`config.mk`:
```
export PLATFORM = sky130hd
export DESIGN_NAME = bcd_time_counter_flat
export DESIGN_NICKNAME = d
export VERILOG_FILES = /design/src/rtl/bcd_time_pkg.sv /design/src/rtl/bcd_time_counter_if.sv /design/src/rtl/bcd_digit_counter.sv /design/src/rtl/bcd_time_counter.sv /design/src/flat_wrapper.sv
export SDC_FILE = /design/constraint.sdc
export NUM_CORES = 1
export LEC_CHECK = 0
export CORE_AREA = 2 2 80 82
export CTS_CLUSTER_SIZE = 28
export DETAILED_ROUTE_END_ITERATION = 10
export DIE_AREA = 0 0 82 84
export PLACE_DENSITY = 0.62
export SETUP_SLACK_MARGIN = 0.5
export SLEW_MARGIN = 20
export SYNTH_ARGS = -nofsm -noshare
export SYNTH_HDL_FRONTEND = slang
export SYNTH_SLANG_ARGS = --single-unit
```
`constraint.sdc`:
```
create_clock -name clk -period 1.8 [get_ports clk]
set_input_delay 0.36 -clock clk [delete_from_list [all_inputs] [get_ports clk]]
set_output_delay 0.36 -clock clk [all_outputs]
set_load 0.005 [all_outputs]
```
`src/rtl/bcd_time_pkg.sv`:
```
// Shared types and constants for the BCD time-of-day counter.
// The optional alarm is enabled with the BCD_TIME_ALARM_EN macro.
package bcd_time_pkg;

  typedef logic [3:0] bcd_digit_t;

  typedef struct packed {
    bcd_digit_t h1;
    bcd_digit_t h0;
    bcd_digit_t m1;
    bcd_digit_t m0;
    bcd_digit_t s1;
    bcd_digit_t s0;
  } time_bcd_t;

  // Digit limits: units, tens of min/sec, 24h hour tens, 24h units at 2x,
  // 12h hour tens, 12h units at 1x.
  localparam bcd_digit_t UNITS_MAX     = 4'd9;
  localparam bcd_digit_t TENS_MAX      = 4'd5;
  localparam bcd_digit_t H1_MAX_24     = 4'd2;
  localparam bcd_digit_t H0_MAX_24     = 4'd3;
  localparam bcd_digit_t H1_MAX_12     = 4'd1;
  localparam bcd_digit_t H0_MAX_12     = 4'd2;

  localparam time_bcd_t TIME_RST_24 = 24'h00_00_00;
  localparam time_bcd_t TIME_RST_12 = 24'h12_00_00;

  // True when every digit is in range for the selected hour mode.
  function automatic logic bcd_time_valid(time_bcd_t t, logic mode24);
    logic ms_ok;
    logic h_ok;
    ms_ok = (t.s0 <= UNITS_MAX) && (t.s1 <= TENS_MAX) &&
            (t.m0 <= UNITS_MAX) && (t.m1 <= TENS_MAX);
    if (mode24) begin
      h_ok = ((t.h1 < H1_MAX_24) && (t.h0 <= UNITS_MAX)) ||
             ((t.h1 == H1_MAX_24) && (t.h0 <= H0_MAX_24));
    end else begin
      h_ok = ((t.h1 == 4'd0) && (t.h0 >= 4'd1) && (t.h0 <= UNITS_MAX)) ||
             ((t.h1 == H1_MAX_12) && (t.h0 <= H0_MAX_12));
    end
    return ms_ok && h_ok;
  endfunction

endpackage

```
`src/rtl/bcd_time_counter_if.sv`:
```
// Load/status bundle of the BCD time-of-day counter.
// Alarm signals exist only when BCD_TIME_ALARM_EN is defined.
interface bcd_time_counter_if;
  import bcd_time_pkg::*;

  logic      en;
  logic      set_vld;
  time_bcd_t set_time;
  logic      set_pm;
  time_bcd_t time_out;
  logic      pm;
  logic      sec_tick;
  logic      day_wrap;
  logic      set_err;
`ifdef BCD_TIME_ALARM_EN
  time_bcd_t alarm_time;
  logic      alarm_pm;
  logic      alarm_arm;
  logic      alarm_hit;

  modport master (
    output en, set_vld, set_time, set_pm, alarm_time, alarm_pm, alarm_arm,
    input  time_out, pm, sec_tick, day_wrap, set_err, alarm_hit
  );
  modport slave (
    input  en, set_vld, set_time, set_pm, alarm_time, alarm_pm, alarm_arm,
    output time_out, pm, sec_tick, day_wrap, set_err, alarm_hit
  );
`else
  modport master (
    output en, set_vld, set_time, set_pm,
    input  time_out, pm, sec_tick, day_wrap, set_err
  );
  modport slave (
    input  en, set_vld, set_time, set_pm,
    output time_out, pm, sec_tick, day_wrap, set_err
  );
`endif
endinterface

```
`src/rtl/bcd_digit_counter.sv`:
```
// Single BCD digit counting 0..MAX with load and carry-out.
module bcd_digit_counter
  import bcd_time_pkg::*;
#(
  parameter int unsigned MAX = 9
) (
  input  logic       clk,
  input  logic       clr,
  input  logic       inc,
  input  logic       ld,
  input  bcd_digit_t ld_val,
  input  bcd_digit_t rst_val,
  output bcd_digit_t count,
  output logic       tc
);

  localparam bcd_digit_t MaxVal = bcd_digit_t'(MAX);

  bcd_digit_t count_q, count_d;

  // Next digit value: load wins over increment, wrap to zero past MAX.
  always_comb begin
    count_d = count_q;
    if (ld) begin
      count_d = ld_val;
    end else if (inc) begin
      count_d = (count_q == MaxVal) ? 4'd0 : count_q + 4'd1;
    end
  end

  // Digit register with synchronous clear.
  always_ff @(posedge clk) begin
    if (clr) count_q <= rst_val;
    else     count_q <= count_d;
  end

  assign count = count_q;
  assign tc    = inc && (count_q == MaxVal);

endmodule

```
`src/rtl/bcd_time_counter.sv`:
```
// Time-of-day counter: prescaled seconds tick into a BCD s/m/h chain.
// Optional alarm compare is enabled with BCD_TIME_ALARM_EN.
module bcd_time_counter
  import bcd_time_pkg::*;
#(
  parameter int unsigned TICK_DIV = 10,
  parameter int unsigned MODE24   = 1,
  parameter int unsigned DIV_W    = $clog2(TICK_DIV) + 1
) (
  input logic               clk,
  input logic               clr,
  bcd_time_counter_if.slave bus
);

  localparam logic [DIV_W-1:0] DivLast = DIV_W'(TICK_DIV - 1);
  localparam logic             Mode24  = (MODE24 != 0);
  localparam time_bcd_t        TimeRst = Mode24 ? TIME_RST_24 : TIME_RST_12;

  logic [DIV_W-1:0] div_q, div_d;
  logic             tick, ld_ok, ld_bad, adv;
  bcd_digit_t       s0, s1, m0, m1;
  logic             s0_tc, s1_tc, m0_tc, m1_tc;
  bcd_digit_t       h1_q, h1_d, h0_q, h0_d;
  logic             pm_q, pm_d, wrap;
  logic             sec_tick_q, day_wrap_q, set_err_q;

  assign ld_ok  = bus.set_vld && bcd_time_valid(bus.set_time, Mode24);
  assign ld_bad = bus.set_vld && !ld_ok;
  assign tick   = bus.en && (div_q == DivLast);
  // A valid load swallows a coincident tick.
  assign adv    = tick && !ld_ok;

  // Prescaler: cleared by a valid load, frozen while en is low.
  always_comb begin
    div_d = div_q;
    if (ld_ok) begin
      div_d = '0;
    end else if (bus.en) begin
      div_d = (div_q == DivLast) ? '0 : div_q + DIV_W'(1);
    end
  end

  // Prescaler register.
  always_ff @(posedge clk) begin
    if (clr) div_q <= '0;
    else     div_q <= div_d;
  end

  bcd_digit_counter #(.MAX(9)) u_s0 (
    .clk(clk), .clr(clr), .inc(adv), .ld(ld_ok), .ld_val(bus.set_time.s0),
    .rst_val(TimeRst.s0), .count(s0), .tc(s0_tc)
  );
  bcd_digit_counter #(.MAX(5)) u_s1 (
    .clk(clk), .clr(clr), .inc(s0_tc), .ld(ld_ok), .ld_val(bus.set_time.s1),
    .rst_val(TimeRst.s1), .count(s1), .tc(s1_tc)
  );
  bcd_digit_counter #(.MAX(9)) u_m0 (
    .clk(clk), .clr(clr), .inc(s1_tc), .ld(ld_ok), .ld_val(bus.set_time.m0),
    .rst_val(TimeRst.m0), .count(m0), .tc(m0_tc)
  );
  bcd_digit_counter #(.MAX(5)) u_m1 (
    .clk(clk), .clr(clr), .inc(m0_tc), .ld(ld_ok), .ld_val(bus.set_time.m1),
    .rst_val(TimeRst.m1), .count(m1), .tc(m1_tc)
  );

  // Hour pair and pm: mode-dependent wrap, day_wrap on midnight.
  always_comb begin
    h1_d = h1_q;
    h0_d = h0_q;
    pm_d = pm_q;
    wrap = 1'b0;
    if (ld_ok) begin
      h1_d = bus.set_time.h1;
      h0_d = bus.set_time.h0;
      pm_d = Mode24 ? 1'b0 : bus.set_pm;
    end else if (m1_tc) begin
      if (Mode24) begin
        if (h1_q == H1_MAX_24 && h0_q == H0_MAX_24) begin
          h1_d = 4'd0;
          h0_d = 4'd0;
          wrap = 1'b1;
        end else if (h0_q == UNITS_MAX) begin
          h1_d = h1_q + 4'd1;
          h0_d = 4'd0;
        end else begin
          h0_d = h0_q + 4'd1;
        end
      end else begin
        if (h1_q == H1_MAX_12 && h0_q == H0_MAX_12) begin
          h1_d = 4'd0;
          h0_d = 4'd1;
        end else if (h1_q == 4'd1 && h0_q == 4'd1) begin
          // 11 -> 12 flips the half-day; PM -> AM is midnight.
          h0_d = 4'd2;
          pm_d = !pm_q;
          wrap = pm_q;
        end else if (h0_q == UNITS_MAX) begin
          h1_d = h1_q + 4'd1;
          h0_d = 4'd0;
        end else begin
          h0_d = h0_q + 4'd1;
        end
      end
    end
  end

  // Hour, pm and pulse registers.
  always_ff @(posedge clk) begin
    if (clr) begin
      h1_q       <= TimeRst.h1;
      h0_q       <= TimeRst.h0;
      pm_q       <= 1'b0;
      sec_tick_q <= 1'b0;
      day_wrap_q <= 1'b0;
      set_err_q  <= 1'b0;
    end else begin
      h1_q       <= h1_d;
      h0_q       <= h0_d;
      pm_q       <= pm_d;
      sec_tick_q <= adv;
      day_wrap_q <= wrap;
      set_err_q  <= ld_bad;
    end
  end

  assign bus.time_out = {h1_q, h0_q, m1, m0, s1, s0};
  assign bus.pm       = pm_q;
  assign bus.sec_tick = sec_tick_q;
  assign bus.day_wrap = day_wrap_q;
  assign bus.set_err  = set_err_q;

`ifdef BCD_TIME_ALARM_EN
  // Qualified by sec_tick so a load onto the alarm time never fires.
  assign bus.alarm_hit = sec_tick_q && bus.alarm_arm &&
                         (bus.time_out == bus.alarm_time) &&
                         (Mode24 || (pm_q == bus.alarm_pm));
`endif

endmodule

```
`src/flat_wrapper.sv`:
```
// flat-port wrapper written by rule: the top's interface ports become plain ports
module bcd_time_counter_flat import bcd_time_pkg::*;
#(
  parameter int unsigned TICK_DIV = 10,
  parameter int unsigned MODE24   = 1,
  parameter int unsigned DIV_W    = $clog2(TICK_DIV) + 1
)
  (clk, clr, bus_en, bus_set_vld, bus_set_time, bus_set_pm, bus_time_out, bus_pm, bus_sec_tick, bus_day_wrap, bus_set_err);
  bcd_time_counter_if bus_i ();
  input logic clk;
  input logic clr;
  input wire logic [$bits(bus_i.en)-1:0] bus_en;
  input wire logic [$bits(bus_i.set_vld)-1:0] bus_set_vld;
  input wire logic [$bits(bus_i.set_time)-1:0] bus_set_time;
  input wire logic [$bits(bus_i.set_pm)-1:0] bus_set_pm;
  output wire logic [$bits(bus_i.time_out)-1:0] bus_time_out;
  output wire logic [$bits(bus_i.pm)-1:0] bus_pm;
  output wire logic [$bits(bus_i.sec_tick)-1:0] bus_sec_tick;
  output wire logic [$bits(bus_i.day_wrap)-1:0] bus_day_wrap;
  output wire logic [$bits(bus_i.set_err)-1:0] bus_set_err;
  assign bus_i.en = bus_en;
  assign bus_i.set_vld = bus_set_vld;
  assign bus_i.set_time = bus_set_time;
  assign bus_i.set_pm = bus_set_pm;
  assign bus_time_out = bus_i.time_out;
  assign bus_pm = bus_i.pm;
  assign bus_sec_tick = bus_i.sec_tick;
  assign bus_day_wrap = bus_i.day_wrap;
  assign bus_set_err = bus_i.set_err;
  bcd_time_counter #(.TICK_DIV(TICK_DIV), .MODE24(MODE24), .DIV_W(DIV_W)) u_core (.clk(clk), .clr(clr), .bus(bus_i));
endmodule
```
# Word-level counts from Yosys, hierarchy flattened
# Cells that the tools add are included.
op_classes:
  add_sub_neg: 7
  order_cmp: 7
  eq_ne: 9
  n_mux: 22
  bitwise_logic: 1
  reduce_logical: 26
op_table:
  columns: ["cell", "count"]
  rows:
  - ["two-way mux 4 bit", 20]
  - ["adder 4 x 1 -> 4 bit (second input constant)", 6]
  - ["logical AND 1 bit", 15]
  - ["== test 4 x 2 -> 1 bit (second input constant)", 3]
  - ["== test 4 bit (second input constant)", 3]
  - ["<= comparator 4 bit (second input constant)", 3]
  - ["nonzero test 2 bit", 5]
  - ["== test 4 x 3 -> 1 bit (second input constant)", 2]
  - ["<= comparator 4 x 3 -> 1 bit (second input constant)", 2]
  - ["adder 5 x 1 -> 5 bit (second input constant)", 1]
  - ["== test 5 x 4 -> 1 bit (second input constant)", 1]
  - ["two-way mux 5 bit", 1]
  - ["<= comparator 4 x 2 -> 1 bit (second input constant)", 1]
  - ["< comparator 4 x 2 -> 1 bit (second input constant)", 1]
  - ["nonzero test 3 bit", 1]
  - ["OR reduction 3 bit", 1]
  - ["AND reduction 2 bit", 1]
  - ["OR reduction 2 bit", 1]
  - ["zero test 1 bit", 1]
  - ["logical OR 1 bit", 1]
  - ["two-way mux 1 bit", 1]
  - ["inverter 1 bit", 1]
totals:
  register_bits: 32
  in_bits: 29
  out_inout_bits: 28
  wordCells: 82

# Longest topological paths before layout
# Gate-level depths: netlist of run 1.
depth:
  word_depth: 14
  depth_mapped: 9
  ltp_nobuf: 7

# Hierarchy
# A second synthesis of run 1 with hierarchy kept.
unflattened:
  cells_unflattened: 233
  hier_area_um2: 2220.9
modules_own_cells:
  columns: ["module", "instances", "cells_per_inst", "area_per_inst_um2", "seq_area_each_um2"]
  rows:
  - ["bcd_time_counter", 1, 111, 982.2, 320.3]
  - ["bcd_digit_counter (u_core.u_m0 ...)", 2, 32, 315.3, 120.1]
  - ["bcd_digit_counter (u_core.u_m1 ...)", 2, 29, 304.0, 120.1]

# Worst setup path before layout of run 1
# Ideal clock, no wire load.
synth_path:
  path_type: "flip-flop to flip-flop"
  startpoint: "reg u_core.div_q[0]"
  endpoint: "reg u_core.h0_q[2]"
  setup_time_ns: 0.091
  t_arrival_ns: 1.768
  required_ns: 1.709
  path_slack_ns: -0.059
  stages_incl_launch_ff: 8
  n_path_buf: 1
  period_less_slack_ns: 1.859
  path_cell_list: "dfxtp_1 -> ha_1 -> and4bb_1 -> buf_6 -> and4_4 -> nand3_4 -> or4_1 -> a311oi_1"
synth_via:
  elab_chain_cells: 8
synth_lines:
  columns: ["item", "line_no", "text"]
  rows:
  - ["start: declaration", "bcd_time_counter.sv:19", "logic [DIV_W-1:0] div_q, div_d;"]
  - ["start signal: assignment", "bcd_time_counter.sv:46", "else div_q <= div_d;"]
  - ["== test 5 x 4 -> 1 bit", "bcd_time_counter.sv:29", "assign tick = bus.en && (div_q == DivLast);"]
  - ["logical AND 1 bit", "bcd_time_counter.sv:29", null]
  - ["logical AND 1 bit", "bcd_time_counter.sv:31", "assign adv = tick && !ld_ok;"]
  - ["logical AND 1 bit (4 in series)", "bcd_digit_counter.sv:38", "assign tc = inc && (count_q == MaxVal);"]
  - ["nonzero test 2 bit (no source line)", null, null]
  - ["end signal: assignment", "bcd_time_counter.sv:111", "h0_q <= TimeRst.h0;"]
  - ["end: declaration", "bcd_time_counter.sv:23", "bcd_digit_t h1_q, h1_d, h0_q, h0_d;"]
# No other way between the ends.
# A chain may end at the register's enable or synchronous reset.

# Worst setup path in the final report of run 1
layout_path:
  startpoint: "reg u_core.u_m0.count_q[0] (netlist: u_core.u_m0.count[0])"
  endpoint: "reg u_core.h0_q[2]"
layout_via:
  elab_chain_cells: 4
layout_lines:
  columns: ["item", "line_no", "text"]
  rows:
  - ["start: declaration", "bcd_digit_counter.sv:19", "bcd_digit_t count_q, count_d;"]
  - ["start signal: assignment", "bcd_digit_counter.sv:33", "if (clr) count_q <= rst_val;"]
  - ["start signal: assignment", "bcd_digit_counter.sv:34", "else count_q <= count_d;"]
  - ["== test 4 bit", "bcd_digit_counter.sv:38", null]
  - ["logical AND 1 bit (2 in series)", "bcd_digit_counter.sv:38", null]
  - ["nonzero test 2 bit (no source line)", null, null]
# No other way between the ends.

==> results of run 1 <==
worst max-delay path: stages (launching register included):
cell and delay (ns):
dfxtp_2 0.33, nor4bb_1 0.36, and4_4 0.32, nand3_4 0.10, or4_1 0.40, a311oi_1 0.21
repair_timing:
item	4_1_cts	5_1_grt
setup buffers	30	6
pin swaps	38	14
cloned	4	0
hold buffers	0	0
gates resized for setup	208	44
setup endpoints to repair	59	40
state kept, by name, summed over array words and instances (netlist names):
register,cells
u_core.div_q,5
u_core.h0_q,4
u_core.h1_q,4
u_core.u_m0.count,4
u_core.u_m1.count,4
u_core.u_s0.count,4
u_core.u_s1.count,4
u_core.bus.day_wrap,1
u_core.bus.sec_tick,1
u_core.bus.set_err,1
cell usage in the layout (no fill, tap or decap), types with 7 or more instances in the layout:
master            n
buf_2            15
buf_4            46
buf_6            31
clkbuf_8          7
clkdlybuf4s50_1  10
dfxtp_1           8
dfxtp_2          19
dlygate4sd2_1    15
nand2_1           8
nor2_1           29
stage by stage:
step                      instance area [µm²]  instances  setup TNS [ns]
final                                    3473        416       -0.003797
after global routing                     3473        416         -0.4227
after floorplan                          1821        209        -0.01566
after CTS                                3279        410               0
after detailed placement                 2666        368          -8.713
after global placement                   2666        368          -8.044
final timing paths:
path	from	to	slack (ns)
worst max-delay path	u_core.u_m0.count[0]	u_core.h0_q[2]	-0.004
worst min-delay path	bus_set_time[6]	u_core.u_s1.count[2]	0.37
worst max register to register	u_core.u_m0.count[0]	u_core.h0_q[2]	-0.004
worst min register to register	u_core.div_q[4]	u_core.div_q[4]	0.54
power breakdown:
part           total (W)  internal (W)  switching (W)
registers       0.000713      0.000708     0.00000496
logic           0.000172     0.0000965      0.0000759
clock network   0.000775      0.000489       0.000287
total            0.00166       0.00129       0.000368
cell type report:
class                   count  area share, %
repair buffers            134          35.77
inverters                   7         0.7565
clock inverters             1         0.8646
multi-input cells         158          37.39
clock buffers               7          2.774
well taps                  77          2.774
flip-flops and latches     32          19.67
layer usage:
layer | up-vias | GRT usage [%] | wire length, µm
met5 | - | 0 | 0
met2 | 59 | 30.38 | 3211
met4 | 0 | 7.879 | 137
met1 | 996 | 22.01 | 2630
met3 | 11 | 4.004 | 277
li1 | 1027 | - | -
logic make-up (layout without fill, tap and decap cells):
logic type      count (synthesis)  in the layout  share of synthesized area (%)
xor+xnor                       11             11                          5.461
mux                             3              3                          1.702
simple gates                   95             95                          30.71
fa+ha+maj                       4              4                          2.837
other cells                     1              1                         0.2126
flops                          32             32                          36.31
buf+inv                        19            149                          5.035
compound gates                 44             44                          17.73
==> results by group, run 1 <==
Run status
  • Outcome: complete, but fails checks
  • Failing checks: setup timing

Yosys
  • Area contributors post-synth: dfxtp_1, nor2_1, a311oi_1
  • Syn Area/Cell: 8.441 µm²
  • Cell variety after synth: 49
  • Yosys reg bits: 32
  • Synth top cells by count: nor2_1, dfxtp_1, nand2_1
  • Syn nets: 242
  • Cells after synthesis: 209
  • Most used DFF post-synth: dfxtp_1
  • Biggest area consumer among synthesized cells: dfxtp_1
  • Fraction of registers with async set/reset: 0%
  • Synth Warn #: 0
  • Share of the synthesized area in the top cell type: 36.31%
  • Most numerous cell in the Yosys netlist: nor2_1
  • Area of the mapped netlist: 1764 µm²
  • Seq/Total Area, Yosys: 36.31%
  • Post-synth EDFFs: 0

Power and ir drop
  • VDD IR-drop max: 260.5 µV
  • Design Power: 0.001660 W
  • Power density cells: 478.0 nW/µm²
  • Leakage: 1.541 nW

STA
  • Clock Skew: 0.005930 ns
  • Period Utilization, post-route: 100.2%
  • Final Slew Violations: 0
  • Worst setup margin: -0.003797 ns
  • Setup violators final: 1
  • Max Clock Freq: 554.4 MHz
  • RSZ-0062 raised after global routing: yes
  • Tmin final: 1.804 ns
  • Hold Slack: 0.3667 ns
  • Final Hold Viols: 0

CTS
  • CTS tree: done
  • CTS Buf Count: 5
  • Root buf cell: clkbuf_8
  • Max clock buf depth: 2
  • Clk_lat worst skew: 0.29 ns
  • Clk sink count: 32
  • H-Tree Depth: 2
  • Clock-pin slew on the worst setup and hold paths: 0.07 ns

Final layout
  • Final Core Density: 56.98%
  • Area occupied by multi-input gates: 1299 µm²
  • Nets: 371
  • Diodes inserted: 0
  • Share of post-route cells with drive strength above 1: 55.75%
  • Register Area: 683.2 µm²
  • Area growth, synth to finish: 96.88%
  • Fillers: 524

Global routing
  • Initial antenna violation count: 0
  • Grt total ovfl: 0
  • Total GRT Usage: 18.22%
  • First-pass GRT wire length: 9632 µm
  • Vias in the first global route: 2,026
  • Largest net degree at the start of global routing: 12

Critical path
  • R2r worst-path depth: 5
  • Arrival time at the worst endpoint: 2.01 ns
  • Crit start category: register
  • Critical path capture point type: register
  • CP Max Fanout: 4
  • Critical path class: reg2reg
  • Required @ worst endpoint: 2.00 ns

Floorplan
  • Die X: 82 µm
  • Die Area: 6888 µm²
  • Boundary pin count: 57
  • Core area: 6096 µm²
  • Die Span Y: 84 µm
  • Initial Util: 28.94%
  • Site Rows: 29

Job
  • Max-cap viol count: 0

Min path
  • Hold path cells: 3
  • Hold/Removal Path Class: in2reg

Drt
  • WL/cell: 15.04 µm
  • DRT iter0 DRCs: 100
  • ANT nets after route: 0
  • First drt pass iteration count: 4
  • WL final: 6258 µm
  • Drt drc: 0
  • Drt via density: 5.031
  • Via total after detailed routing: 2,093

Place
  • Setup WS pre-CTS: -0.3873 ns
  • RePlAce Congestion: 0.8627
  • DP HPWL: 3753 µm
  • Port buffer count: 54
Note: power is estimated with default switching activity, not from simulation.
==> inputs of run 2 (changes only) <==
- DONT_BUFFER_PORTS: not set -> 1
- PLACE_DENSITY: 0.62 -> 0.49
==> run 2 against run 1 <==
Compared with the run above: the flow still finishes with violations (setup timing); utilization fell by 17 points; worst setup slack got worse by 0.0039 ns; design area fell by 30%; clock power fell by 23%; wire length fell by 21%; global-route usage fell by 2.9 points; sequential cell count did not move; hold slack got worse by 0.24 ns; combinational power fell by 68%; sequential share of layout area rose by 6.8 points; total power fell by 17%; critical path depth rose by 2.
==> results by group, run 2 (synthesis results as in run 1) <==
Global routing
  • Vias in the first global route: 1,706
  • Initial antenna violation count: 0
  • Largest net degree at the start of global routing: 23
  • First-pass GRT wire length: 8107 µm
  • Grt total ovfl: 0
  • Total GRT Usage: 15.29%

Final layout
  • Commonest non-fill, non-tap cells in the layout: buf_4, nor2_1, dfxtp_1, nand2_1, a211oi_1
  • Diodes inserted: 0
  • Number of flip-flops in the largest register: 5
  • Commonest non-fill, non-tap cell in the layout: buf_4
  • Area growth, synth to finish: 37.94%
  • Reg with most FFs: u_core.div_q
  • Final Core Density: 39.92%
  • Final cell count without fillers: 330
  • Nets: 285
  • Share of post-route cells with drive strength above 1: 34.78%

Drt
  • First drt pass iteration count: 4
  • DRT iter0 DRCs: 57
  • Via total after detailed routing: 1,694
  • WL final: 4967 µm
  • Drt drc: 0
  • ANT nets after route: 0
  • WL/cell: 15.05 µm
  • Drt via density: 5.133

STA
  • Worst setup margin: -0.007718 ns
  • Period Utilization, post-route: 100.4%
  • RSZ-0062 raised after global routing: yes
  • Max Clock Freq: 553.2 MHz
  • Clock Skew: 0.009369 ns
  • Final Hold Viols: 0
  • Final Slew Violations: 0
  • Tmin final: 1.808 ns
  • Setup TNS: -0.007718 ns
  • Setup violators final: 1
  • Hold Slack: 0.1242 ns

CTS
  • CTS tree: done
  • Root buf cell: clkbuf_8
  • Max clock buf depth: 2
  • CTS Buf Count: 5
  • Clk sink count: 32
  • Clk_lat worst skew: 0.29 ns
  • Clock-pin slew on the worst setup and hold paths: 0.08 ns
  • H-Tree Depth: 2

Power and ir drop
  • Sw Ratio: 23.35%
  • Comb power frac: 4.0%
  • Leakage: 0.9465 nW
  • Share of total power in sequential cells: 52.6%
  • Clock power frac: 43.4%
  • Power density cells: 562.9 nW/µm²
  • Pint: 0.001050 W
  • VDD IR-drop max: 221.8 µV
  • Design Power: 0.001370 W
  • Total net switching power: 0.0003199 W

Floorplan
  • Die X: 82 µm
  • Die Span Y: 84 µm
  • Site Rows: 29
  • Boundary pin count: 57
  • Initial Util: 28.94%
  • Core area: 6096 µm²
  • Die Area: 6888 µm²

Place
  • Cells after DPL: 313
  • DP HPWL: 3683 µm
  • RePlAce Congestion: 0.7892
  • Port buffer count: 0

Critical path
  • Critical path class: reg2reg
  • Critical path capture point type: register
  • R2r worst-path depth: 7
  • CP Max Fanout: 3
  • Required @ worst endpoint: 2.00 ns
  • Arrival time at the worst endpoint: 2.01 ns
  • Crit start category: register

Job
  • Max-cap viol count: 0

Run status
  • Failing checks: setup timing
  • Outcome: complete, but fails checks

Min path
  • Hold path cells: 1
  • Hold/Removal Path Class: in2reg
==> run 2: cell types whose count changed in the layout (fill, tap and decap cells not counted), moves of 5 or more <==
| cell | change |
|---|---|
| buf_2 | -15 |
| buf_4 | -6 |
| buf_6 | -25 |
| buf_8 | -6 |
| clkdlybuf4s50_1 | -10 |
| dfxtp_1 | +21 |
| dfxtp_2 | -16 |
| dfxtp_4 | -5 |
| dlygate4sd2_1 | -15 |
| nor2_1 | +7 |
==> run 2: repair_timing <==
action,CTS,global route
gates resized for setup,21,13
hold buffers,0,0
buffers inserted,5,4
pin swaps,21,11
endpoints found under the hold margin,0,0
endpoints found under the setup margin,31,31
==> run 2: area by class of cell <==
type	instances	area, µm²
tap	77	96.34
fill	636	3662
inverter	7	26.28
timing repair buffer	48	407.9
clock buffer	6	82.58
sequential	32	644.4
clock inverter	2	10.01
multi-input combinational	158	1166
==> run 2: path summary, 6_finish.rpt <==
check                                  endpoint  slack, ns             from
worst max-delay path             u_core.h0_q[2]     -0.008  u_core.div_q[1]
worst min-delay path             u_core.h1_q[0]       0.12              clr
worst max register to register   u_core.h0_q[2]     -0.008  u_core.div_q[1]
worst min register to register  u_core.div_q[4]       0.55  u_core.div_q[4]
==> run 2: through the flow <==
| stage | setup slack [ns] | area, µm² |
|---|---|---|
| finish | -0.007718 | 2434 |
| global route | -0.09249 | 2434 |
| CTS | -0.01148 | 2350 |
| detailed placement | -0.003650 | 2131 |
| global placement | 0.009352 | 2131 |
| floorplan | -0.01566 | 1821 |
==> run 2: critical path, stage by stage (launching register included) <==
cell and delay (ns):
dfxtp_2 0.33, inv_2 0.06, ha_4 0.11, and4bb_1 0.23
and4_4 0.26, nand3_4 0.09, or4_1 0.40, a311oi_1 0.24
==> run 2: metal layers <==
| metal | routed length (µm) | track usage (%) |
|---|---|---|
| met5 | 0 | 0 |
| met4 | 72 | 5.000 |
| met3 | 399 | 6.710 |
| met2 | 2440 | 24.76 |
| met1 | 2055 | 17.77 |
==> run 2: power groups by stage <==
stage / combinational, W / clock, W / sequential (W)
global route: 0.0000640 / 0.000639 / 0.000721
finish: 0.0000550 / 0.000595 / 0.000720
detailed placement: 0.0000517 / 0 / 0.000735
global placement: 0.0000506 / 0 / 0.000735
CTS: 0.0000545 / 0.000613 / 0.000720
floorplan: 0.0000420 / 0 / 0.000737
